**src/rtl/instruction_cache.sv**
```systemverilog
// Direct-mapped instruction cache: combinational hit path, three-state miss
// handler that fetches a 16-byte block from instruction memory and installs it.
module instruction_cache #(
  parameter int INDEX_BITS = 3
) (
  input  logic         CLK,
  input  logic         RESET,
  input  logic         READ,
  input  logic [31:0]  ADDRESS,
  output logic [31:0]  INSTRUCTION,
  output logic         BUSYWAIT,
  output logic         MEM_READ,
  output logic [27:0]  MEM_ADDRESS,
  input  logic [127:0] MEM_READDATA,
  input  logic         MEM_BUSYWAIT,
  output logic [1:0]   fsm_state
);
  localparam int TAG_BITS = 28 - INDEX_BITS;
  localparam int LINES    = 1 << INDEX_BITS;

  typedef enum logic [1:0] {IDLE = 2'd0, MEM_WAIT = 2'd1, UPDATE = 2'd2} state_t;

  state_t                state;
  logic                  first_wait;
  logic [127:0]          fill_data;
  logic [LINES-1:0]      valid;
  logic [TAG_BITS-1:0]   tags [LINES];
  logic [127:0]          data [LINES];

  logic [INDEX_BITS-1:0] index;
  logic [TAG_BITS-1:0]   tag;
  logic [INDEX_BITS-1:0] miss_index;
  logic [TAG_BITS-1:0]   miss_tag;
  logic                  hit;
  logic [127:0]          line_data;
  logic [31:0]           word;
  logic                  unused_byte_offset;

  assign index              = ADDRESS[4 +: INDEX_BITS];
  assign tag                = ADDRESS[31 -: TAG_BITS];
  assign miss_index         = MEM_ADDRESS[INDEX_BITS-1:0];
  assign miss_tag           = MEM_ADDRESS[27 -: TAG_BITS];
  assign hit                = valid[index] && (tags[index] == tag);
  assign line_data          = data[index];
  assign word               = line_data[{ADDRESS[3:2], 5'b0} +: 32];
  assign fsm_state          = state;
  assign unused_byte_offset = ^ADDRESS[1:0];

  // Stall is gated by RESET so a fetch presented during reset never stalls.
  always_comb begin
    BUSYWAIT    = 1'b0;
    INSTRUCTION = 32'h0;
    if (RESET) begin
      if (state != IDLE) begin
        BUSYWAIT = 1'b1;
      end else if (READ) begin
        if (hit) INSTRUCTION = word;
        else     BUSYWAIT    = 1'b1;
      end
    end
  end

  // MEM_ADDRESS doubles as the miss latch; it supplies index and tag for the fill.
  always_ff @(posedge CLK or negedge RESET) begin
    if (!RESET) begin
      state       <= IDLE;
      first_wait  <= 1'b0;
      fill_data   <= '0;
      valid       <= '0;
      MEM_READ    <= 1'b0;
      MEM_ADDRESS <= '0;
    end else begin
      case (state)
        IDLE: begin
          if (READ && !hit) begin
            MEM_ADDRESS <= ADDRESS[31:4];
            MEM_READ    <= 1'b1;
            first_wait  <= 1'b1;
            state       <= MEM_WAIT;
          end
        end
        MEM_WAIT: begin
          // The first edge is ignored: memory has not yet seen MEM_READ.
          first_wait <= 1'b0;
          if (!first_wait && !MEM_BUSYWAIT) begin
            fill_data <= MEM_READDATA;
            MEM_READ  <= 1'b0;
            state     <= UPDATE;
          end
        end
        UPDATE: begin
          valid[miss_index] <= 1'b1;
          state             <= IDLE;
        end
        default: state <= IDLE;
      endcase
    end
  end

  always_ff @(posedge CLK) begin
    if (state == UPDATE) begin
      tags[miss_index] <= miss_tag;
      data[miss_index] <= fill_data;
    end
  end
endmodule
```
**config.mk**
```make
export PLATFORM = sky130hd
export DESIGN_NAME = instruction_cache
export DESIGN_NICKNAME = d
export VERILOG_FILES = /design/src/rtl/instruction_cache.sv
export SDC_FILE = /design/constraint.sdc
export NUM_CORES = 1
export LEC_CHECK = 0
export ABC_CLOCK_PERIOD_IN_PS = 14940
export BUFFER_PORTS_ARGS = -buffer_cell sky130_fd_sc_hd__buf_4
export CORE_MARGIN = 5
export CORE_UTILIZATION = 38
export DETAILED_ROUTE_END_ITERATION = 8
export GPL_TIMING_DRIVEN = 1
export PLACE_DENSITY = 0.66
export SETUP_SLACK_MARGIN = 0.2
export SYNTH_ARGS = -nofsm -noshare
export SYNTH_HDL_FRONTEND = slang
export SYNTH_SLANG_ARGS = --single-unit
```
**constraint.sdc**
```tcl
create_clock -name CLK -period 14.94 [get_ports CLK]
set_input_delay 0 -clock CLK [delete_from_list [all_inputs] [get_ports CLK]]
set_output_delay 0 -clock CLK [all_outputs]
set_load 0.005 [all_outputs]
```
==> results by group, run 1 <==
Timing
  – Unrepaired setup endpoints after global routing: no
  – Post-layout minimum cycle time: 5.04 ns
  – Hold Slack: 0.0508 ns
  – Final setup fails: 0
  – Clock skew: 0.0271 ns
  – Slew headroom: 20.4%
  – Fin. max-slew vios: 0
  – Slew of the pin with the lowest slew margin: 1.19 ns
  – Fin crit share: 33.7%
  – Final hold violation count: 0
  – Max Freq: 0.199 GHz
  – Setup TNS: 0 ns

Pwr
  – Worst VDD drop: 149 uV
  – PwrDens: 157 mW/mm^2
  – Leak: 21.1 nW

Hold path
  – Hold EP: fill_data[43]
  – Hold Path Depth: 3
  – Min-delay src: MEM_READDATA[43]
  – Min-delay worst type: in2reg

Critical path
  – Flop-to-flop setup slack: 10.58 ns
  – Most frequent CP cell: buf_4
  – CP max stage delay: 0.92 ns
  – Worst path required time: 14.94 ns
  – Type of the worst setup path: in2out
  – Critical Path, Cell by Cell: dlygate4sd3_1, buf_8, buf_4, buf_12, buf_4, mux4_2, mux4_2, mux2i_1, nor2_1, buf_4
  – Largest fanout on the critical path: 148
  – RR Startpoint: fsm_state[1]
  – Worst r2r dst: data[0][4]
  – CP Launch Type: input port
  – Worst reg-to-reg path cell count: 5
  – CP max-delay cell: buf_4
  – WP data arrival: 5.04 ns
  – Worst Setup End Kind: output port

Route
  – # DRC: 0
  – Top Layer Used: met5
  – Post-Route M1 WL: 48.9 mm
  – DR iter-0 viols: 2048
  – Met2 Wirelength: 59.7 mm
  – Wire length per cell: 25.3 um
  – Vias/cell: 5.27
  – Metal3 WL: 9.30 mm
  – Drt first pass iters: 5
  – Via count: 25000
  – Antenna Nets Post-Route: 0
  – Final WL: 120 mm

Floorplanning
  – Core area: 0.139 mm^2
  – Row count: 137
  – IO Pins: 228
  – Height of the chip: 384 um
  – Initial Util: 38.2%
  – Die area: 0.147 mm^2
  – Die W: 384 um

Synthesis
  – Yosys cell types: 42
  – Top-area cell type share of the netlist area: 69.2%
  – Sequential fraction of the synthesis area: 77.1%
  – Number of synthesized flops with an enable pin: 1224
  – Post-Synthesis Net Count: 2433
  – Area leader, netlist: edfxtp_1
  – Synth top area cells: edfxtp_1 69%, mux4_2 15%, dfrtp_1 7.9%
  – Ys async rst share: 12.1%
  – Post-synth design cell area: 0.0531 mm^2
  – Mapped Cells: 2269
  – Ys Warns: 0
  – Average instance area after synthesis: 23.4 um^2
  – Synth Register Bits: 1392
  – Most used DFF post-synth: edfxtp_1

Final layout
  – Share of cells above drive strength 1: 34.6%
  – Commonest non-fill, non-tap cell in the layout: edfxtp_1
  – Commonest non-fill, non-tap cells in the layout: 1224 x edfxtp_1, 344 x mux4_2, 249 x buf_4
  – Design area: 0.0634 mm^2
  – Area Growth Syn to Fin: 19.4%
  – Nets: 2921
  – Fillcell total: 11500

Clock tree
  – CTS tree: done
  – CTS Sinks: 1392
  – Reg clk slew, reported paths: 0.06 ns
  – Htree depth: 4
  – CTS root buffer: clkbuf_16
  – Post-cts resize count: 0
  – Clk buf depth: 3
  – Inserted Clock Buffers: 131
  – Clk Latency, worst-skew pair: 0.75 ns

Placed design
  – Placed wire-length estimate: 65.7 mm
  – Gpl congestion: 0.797
  – Port Buffer Count: 225
  – Area post-placement: 0.0571 mm^2

GRT
  – GRT overflow: 0
  – Largest net degree at the start of global routing: 149
  – First-pass GRT wire length: 176 mm
  – Gr usage total: 16.3%
  – Initial antenna violation count: 6
  – Vias in the first global route: 26600

Run
  – # Max-Cap Violations: 0

Outcome
  – Status: finished clean
[worst max path at each step]
stage / start / to / slack, ns / cells after the start
global route: ADDRESS[4] / INSTRUCTION[17] / 9.68 / 9
CTS: ADDRESS[5] / INSTRUCTION[21] / 9.83 / 12
floorplan: MEM_ADDRESS[0] / valid[0] / 2.60 / 3
global placement: ADDRESS[5] / MEM_ADDRESS[4] / 10.01 / 10
detailed placement: ADDRESS[5] / MEM_ADDRESS[5] / 9.95 / 10
finish: ADDRESS[5] / INSTRUCTION[19] / 9.90 / 10
[per-stage QoR]
step | std cells | total power, mW | setup WS, ns | utilization [%]
finish | 4746 | 9.92 | 9.90 | 45.5
global route | 4742 | 10.3 | 9.68 | 45.5
CTS | 4742 | 10.0 | 9.83 | 45.5
detailed placement | 4294 | 6.67 | 9.95 | 41.0
global placement | 4294 | 6.56 | 10.01 | 41.0
floorplan | 2269 | 6.17 | 2.60 | -
[logic make-up after synthesis]
group	count (synthesis)	synth area share, %
buffers and inverters	112	0.999
muxes	598	20.0
and+or+nand+nor	106	0.985
DFF	1392	77.1
AOI/OAI and AO/OA	39	0.549
xor gates and xnor gates	22	0.363
[power by group]
part / leakage, nW / total [mW] / internal [mW] / switching [mW]
Sequential: 13.0 / 5.66 / 5.11 / 0.545
Clock: 2.09 / 3.28 / 1.88 / 1.41
Combinational: 6.00 / 0.981 / 0.554 / 0.427
[worst max-delay path: cells and delay by family]
kind | cells | cell delay, ns
buf+inv | 6 | 3.40
simple gates | 1 | 0.14
mux | 3 | 1.29
[what timing repair did]
item / 4_1_cts / 5_1_grt
buffers inserted: 0 / 0
endpoints found under the hold margin: 261 / 0
setup endpoints to repair: 0 / 0
hold buffers: 206 / 0
[layout make-up]
type | count | area (um^2) | share of cell area [%]
Timing Repair Buffer | 466 | 4150 | 6.54
Inverter | 1 | 3.75 | 0.00592
Multi-Input combinational cell | 765 | 11700 | 18.4
Tap cell | 1876 | 2350 | 3.70
Clock inverter | 70 | 654 | 1.03
Clock buffer | 172 | 3590 | 5.66
Sequential cell | 1392 | 41000 | 64.6
Antenna cell | 4 | 10.0 | 0.0158
[registers in the layout, indices dropped and copies added, names as in the netlist]
signal and count:
data 1024, tags 200, fill_data 128, MEM_ADDRESS 28
valid 8, fsm_state 2, MEM_READ 1, first_wait 1
[synthesized netlist by cell type (all sizes together) (6+ instances only)]
master,number
a221oi,6
a22oi,6
buf,59
clkbuf,52
dfrtp,168
edfxtp,1224
mux2,176
mux2i,78
mux4,344
nand2,14
nand2b,7
nor2,43
nor3,6
o21ai,7
o22ai,9
or2,8
xnor2,11
xor2,11
[routing by layer]
metal	GRT usage [%]	vias to the layer above
li1	-	10500
met1	21.8	13500
met2	27.1	879
met3	3.70	147
met4	4.04	2
met5	0	-
Note: power is estimated with default switching activity, not from simulation.
==> inputs of run 2 (changes only) <==
ABC_CLOCK_PERIOD_IN_PS = 4450   (was 14940)
PLACE_DENSITY = 0.68   (was 0.66)
clock period = 4.45 ns   (was 14.94 ns; I/O delays follow)
==> run 2 against run 1 <==
Worst setup slack got worse by 9.2 ns. Routed wire length rose by 0.29%. Critical path depth stayed put. Design area rose by 0.26%. Largest cell class unchanged.
==> results by group, run 2 (same netlist as run 1, synthesis figures left out) <==
Pwr
  – PwrDens: 527 mW/mm^2 (+240%)
  – Worst VDD drop: 475 uV (+220%)
  – Leak: 21.1 nW (+0.14%)

Placed design
  – Port Buffer Count: 225 (unchanged)
  – Gpl congestion: 0.791 (-0.75%)
  – Placed wire-length estimate: 66.5 mm (+1.2%)
  – Placed insts: 4303 (+0.21%)

Route
  – DR iter-0 viols: 2130 (+4.0%)
  – Antenna Nets Post-Route: 0 (unchanged)
  – # DRC: 0 (unchanged)
  – Final WL: 120 mm (+0.29%)
  – Via count: 24800 (-0.73%)
  – Wire length per cell: 25.4 um (+0.45%)
  – Drt first pass iters: 5 (unchanged)
  – Vias/cell: 5.24 (-0.56%)

Final layout
  – Max reg flops: 1024 (unchanged)
  – Commonest non-fill, non-tap cells in the layout: 1224 x edfxtp_1, 344 x mux4_2, 244 x buf_4
  – Top Registers: data: 1024 flops, tags: 200 flops, fill_data: 128 flops
  – Top reg by flops: data
  – Non-filler cells, final: 4738 (-0.17%)
  – Share of cells above drive strength 1: 35.0% (+0.46 points)
  – Nets: 2910 (-0.38%)
  – Fillcell total: 11500 (-0.36%)
  – Area Growth Syn to Fin: 19.7%
  – Commonest non-fill, non-tap cell in the layout: edfxtp_1

Clock tree
  – Inserted Clock Buffers: 133 (+1.5%)
  – CTS tree: done
  – Reg clk slew, reported paths: 0.06 ns (about the same)
  – Htree depth: 4 (unchanged)
  – Buffer count from post-CTS setup fixing: 0 (unchanged)
  – CTS Sinks: 1392 (unchanged)
  – Clk Latency, worst-skew pair: 0.74 ns (about the same)
  – Clk buf depth: 3 (unchanged)
  – CTS root buffer: clkbuf_16

Critical path
  – CP max stage delay: 0.53 ns (-0.39 ns)
  – Type of the worst setup path: reg2out
  – RR Startpoint: tags[1][20]
  – Worst path required time: 4.45 ns (-10.49 ns)
  – Largest fanout on the critical path: 33 (-78%)
  – Crit. Startpoint: tags[5][21]
  – WP data arrival: 3.73 ns (-1.31 ns)
  – CP max-delay cell: or4b_1
  – CP Launch Type: register
  – CP top delay family: simple AND/OR/NAND/NOR gates
  – Worst path bufs/invs: 2 (-4)
  – Worst Setup End Kind: output port
  – Critical Path, Cell by Cell: mux4_2, mux2i_1, xor2_1, nand4_1, or4b_1, nor3_1, nand4_1, buf_4, nor2_1, buf_4

Run
  – # Max-Cap Violations: 0 (unchanged)

Timing
  – Max Freq: 0.268 GHz
  – Fin. max-slew vios: 0 (unchanged)
  – Slew of the pin with the lowest slew margin: 1.03 ns (-0.165 ns)
  – Clock skew: 0.0192 ns (-0.00793 ns)
  – Slew headroom: 31.5% (+11 points)
  – Hold Slack: 0.0473 ns (-0.00355 ns)
  – Final hold violation count: 0 (unchanged)
  – Final setup fails: 0 (unchanged)
  – Setup TNS: 0 ns (unchanged)
  – Unrepaired setup endpoints after global routing: no
  – Post-layout minimum cycle time: 3.73 ns
  – Fin crit share: 83.8%

GRT
  – Gr usage total: 16.4% (+0.14 points)
  – GRT overflow: 0 (unchanged)
  – First-pass GRT wire length: 177 mm (+0.84%)
  – Initial antenna violation count: 7 (+1)
  – Vias in the first global route: 26700 (+0.33%)
  – Largest net degree at the start of global routing: 129 (-13%)

Floorplanning
  – Height of the chip: 384 um (unchanged)
  – IO Pins: 228 (unchanged)
  – Core area: 0.139 mm^2 (unchanged)
  – Row count: 137 (unchanged)
  – Die W: 384 um (unchanged)
  – Die area: 0.147 mm^2 (unchanged)
  – Initial Util: 38.2% (unchanged)

Hold path
  – Min-delay src: MEM_READDATA[83]
  – Min-delay worst type: in2reg

Outcome
  – Status: finished clean
==> run 2: cell count changes in the layout (fill, tap and decap cells not counted), sizes merged <==
| cell | previous run | this run |
|---|---|---|
| dlygate4sd3 | 205 | 183 |
| buf | 260 | 269 |
| diode | 4 | 5 |
| inv | 10 | 11 |
| clkbuf | 173 | 189 |
| clkinvlp | 2 | 6 |
| clkinv | 49 | 32 |
==> run 2: worst paths after layout <==
path                                   end  slack (ns)  cells after the start
max                         INSTRUCTION[0]        0.72                     10
min                          fill_data[83]        0.05                      3
max reg2reg                MEM_ADDRESS[27]        1.27                      9
min reg2reg                       valid[2]        0.47                      1
max in group asynchronous    fill_data[74]        3.34                      4
min in group asynchronous  MEM_ADDRESS[25]        0.50                      4
==> run 2: worst min-delay path, delay by kind of cell <==
family                 cells  cell delay, ns
muxes                      1            0.13
buffers and inverters      2            0.64
==> run 2: repair_timing <==
| action | in CTS | in global routing |
|---|---|---|
| hold buffers | 184 | 0 |
| gates resized for setup | 0 | 0 |
| hold endpoints to repair | 229 | 0 |
==> run 2: where the power goes <==
part           internal [mW]  total (mW)  switching (mW)
Sequential              17.2        19.0            1.83
Combinational           1.81        3.31            1.50
Clock                   6.51        11.2            4.69
==> run 2: metrics by stage <==
stage / power (mW) / util (%) / area, um^2 / setup WS [ns]
after floorplan: 20.7 / - / 53100 / -0.882
after global routing: 34.9 / 45.6 / 63500 / 0.530
after detailed placement: 22.5 / 41.2 / 57300 / 0.982
final: 33.5 / 45.7 / 63600 / 0.722
after CTS: 33.8 / 45.6 / 63500 / 0.651
after global placement: 22.1 / 41.2 / 57300 / 0.960
==> run 2: area by class of cell <==
class	instances	area, um^2	share of cell area (%)
Sequential cell	1392	41000	64.5
Multi-Input combinational cell	765	11700	18.4
Timing Repair Buffer	453	4170	6.56
Clock buffer	188	3760	5.92
Tap cell	1876	2350	3.69
Clock inverter	58	603	0.949
Antenna cell	5	12.5	0.0197
Inverter	1	3.75	0.00591
==> run 2: per-layer routing <==
metal	up-vias	wire, um	GRT usage (%)
li1	10500	-	-
met1	13300	48000	21.7
met2	907	61100	27.8
met3	118	9020	3.31
met4	0	2140	4.29
met5	-	0	0
==> inputs of run 3 (changes only) <==
ABC_CLOCK_PERIOD_IN_PS = 3250   (was 4450)
clock period = 3.25 ns   (was 4.45 ns; I/O delays follow)
==> run 3 against run 2 <==
The flow now finishes with violations (negative setup slack). Routed wire length up 1.1%. Non-clock buffer count up 84. Clock power up 38%. Via count up 1.8%. Sequential cell count unchanged. Register-to-register slack worse by 1.5 ns. Total power up 38%. Critical path depth unchanged. Clock-buffer cell count down 8. Critical endpoint is now INSTRUCTION[20].
==> results by group, run 3 (same netlist as run 1, synthesis figures left out) <==
Floorplanning
  – IO Pins: 228 (unchanged)
  – Core area: 0.139 mm^2 (unchanged)
  – Height of the chip: 384 um (unchanged)
  – Row count: 137 (unchanged)
  – Die W: 384 um (unchanged)
  – Initial Util: 38.2% (unchanged)
  – Die area: 0.147 mm^2 (unchanged)

Pwr
  – PwrDens: 716 mW/mm^2 (+36%)
  – Leak: 21.7 nW (+2.4%)
  – Comb pwr share: 10.5% (+0.6 points)
  – Clock power share: 33.3% (about the same)
  – Worst VDD drop: 522 uV (+10%)
  – Sequential share of power: 56.2% (-0.5 points)
  – Net Sw Power: 11.4 mW (+42%)
  – Cell internal pwr: 34.9 mW (+37%)
  – Switching share of power: 24.5% (+0.60 points)

Route
  – DR iter-0 viols: 2094 (-1.7%)
  – Via count: 25300 (+1.8%)
  – Drt first pass iters: 5 (unchanged)
  – Wire length per cell: 25.2 um (-0.74%)
  – Antenna Nets Post-Route: 0 (unchanged)
  – Vias/cell: 5.24 (about the same)
  – # DRC: 0 (unchanged)
  – Final WL: 122 mm (+1.1%)

Clock tree
  – Clk Latency, worst-skew pair: 0.75 ns (about the same)
  – CTS tree: done
  – Reg clk slew, reported paths: 0.06 ns (about the same)
  – Inserted Clock Buffers: 136 (+2.3%)
  – Clk buf depth: 3 (unchanged)
  – CTS root buffer: clkbuf_16
  – Htree depth: 4 (unchanged)
  – CTS Sinks: 1392 (unchanged)

Critical path
  – CP top delay family: simple AND/OR/NAND/NOR gates
  – Worst path required time: 3.25 ns (-1.20 ns)
  – CP Launch Type: register
  – Flop-to-flop setup slack: -0.18 ns (-1.45 ns)
  – CP max stage delay: 0.55 ns (+0.02 ns)
  – Critical Path, Cell by Cell: mux4_2, mux2i_2, xor2_2, nand4_1, or4b_1, nor3_1, nand4_1, buf_12, nor2_1, buf_4
  – WP data arrival: 3.62 ns (-0.11 ns)
  – Worst Setup End Kind: output port
  – Type of the worst setup path: reg2out
  – CP max-delay cell: or4b_1
  – Worst path bufs/invs: 2 (unchanged)
  – Largest fanout on the critical path: 32 (-3.0%)
  – Most frequent CP cell: nand4_1

GRT
  – Vias in the first global route: 26900 (+0.81%)
  – Gr usage total: 16.5% (+0.13 points)
  – First-pass GRT wire length: 179 mm (+0.95%)
  – GRT overflow: 0 (unchanged)
  – Initial antenna violation count: 6 (-1)
  – Largest net degree at the start of global routing: 145 (+12%)

Timing
  – Slew headroom: 34.1% (+2.6 points)
  – Max Freq: 0.276 GHz
  – PnR worst setup slack: -0.369 ns (-1.09 ns)
  – Setup TNS: -13.33 ns (-13.33 ns)
  – Unrepaired setup endpoints after global routing: yes
  – Post-layout minimum cycle time: 3.62 ns
  – Fin crit share: 111%
  – Slew of the pin with the lowest slew margin: 0.989 ns (-0.0366 ns)
  – Final setup fails: 60 (+60)
  – Final hold violation count: 0 (unchanged)
  – Clock skew: 0.0258 ns (+0.00659 ns)
  – Fin. max-slew vios: 0 (unchanged)

Final layout
  – Top Registers: data: 1024 flops, tags: 200 flops, fill_data: 128 flops
  – Commonest non-fill, non-tap cells in the layout: 1224 x edfxtp_1, 344 x mux4_2, 274 x buf_4
  – Share of cells above drive strength 1: 36.1% (+1.0 points)
  – Top reg by flops: data
  – Design area: 0.0646 mm^2 (+1.7%)
  – Nets: 2997 (+3.0%)
  – Area Growth Syn to Fin: 21.7%
  – Commonest non-fill, non-tap cell in the layout: edfxtp_1
  – Max reg flops: 1024 (unchanged)

Run
  – # Max-Cap Violations: 0 (unchanged)

Outcome
  – Failing checks: negative setup slack
  – Status: finished with violations

Hold path
  – Min-delay worst type: in2reg

Placed design
  – Port Buffer Count: 225 (unchanged)
  – Area post-placement: 0.0578 mm^2 (+0.92%)
  – Gpl congestion: 0.787 (-0.48%)
  – Placed wire-length estimate: 69.6 mm (+4.6%)
==> run 3: power groups by stage <==
stage | logic (mW) | clock network (mW) | registers [mW]
2_1_floorplan | 2.86 | 0 | 25.4
3_3_place_gp | 4.45 | 0 | 26.0
3_5_place_dp | 4.51 | 0 | 26.4
4_1_cts | 4.90 | 15.8 | 26.0
5_1_grt | 5.20 | 16.5 | 26.4
6_report | 4.86 | 15.4 | 26.0
==> run 3: final cells by class <==
class,instances,area (um^2)
diodes,4,10.0
clock buffers,180,3690
clock inverters,72,761
fillers,11300,74600
inverters,1,3.75
multi-input cells,765,11700
flip-flops and latches,1392,41000
well taps,1876,2350
repair buffers,537,5120
==> run 3: worst reg2reg max path: stages (launching register included) <==
cell and delay [ns]:
edfxtp_1 0.39, mux4_2 0.49, mux2i_2 0.21, xor2_1 0.21, buf_4 0.14, buf_6 0.08
buf_6 0.08, buf_6 0.08, buf_6 0.08, nand3_2 0.06, nor4_2 0.24, nand4b_1 0.23
o31ai_4 0.33, buf_12 0.20, buf_8 0.18, mux2_4 0.31
==> run 3: worst paths after layout <==
path	start	end	cells after the start
worst max-delay path	tags[6][20]	INSTRUCTION[20]	10
worst min-delay path	MEM_READDATA[117]	fill_data[117]	3
worst max register to register	tags[5][18]	MEM_ADDRESS[0]	15
worst min register to register	valid[2]	valid[2]	1
max in group asynchronous	RESET	fill_data[121]	4
min in group asynchronous	RESET	fill_data[115]	4
==> run 3: layer usage <==
metal,wire length (um),track usage (%),part of all wire (%),vias to the layer above
li1,-,-,-,10700
met1,49900,22.3,41,13600
met2,61300,27.6,50,884
met3,8070,3.33,6.6,151
met4,2300,4.36,1.9,4
met5,27,0,0.022,-
==> run 3: stage by stage <==
stage                     hold WS (ns)  power, mW  worst slack (ns)  std cells  util, %
after floorplan                 -0.296       28.3             -1.76       2269        -
after global placement         -0.0400       30.4             0.130       4345     41.6
after detailed placement       -0.0332       30.9             0.144       4345     41.6
after CTS                     0.000189       46.7            -0.432       4820     46.4
after global routing            0.0235       48.1            -0.550       4823     46.4
final                           0.0479       46.3            -0.369       4827     46.4
==> run 3: timing repair <==
item | CTS | global route
hold buffers | 216 | 0
hold endpoints to repair | 328 | 0
setup endpoints to repair | 60 | 64
pin swaps | 8 | 5
gates resized for setup | 14 | 1
setup buffers | 7 | 3
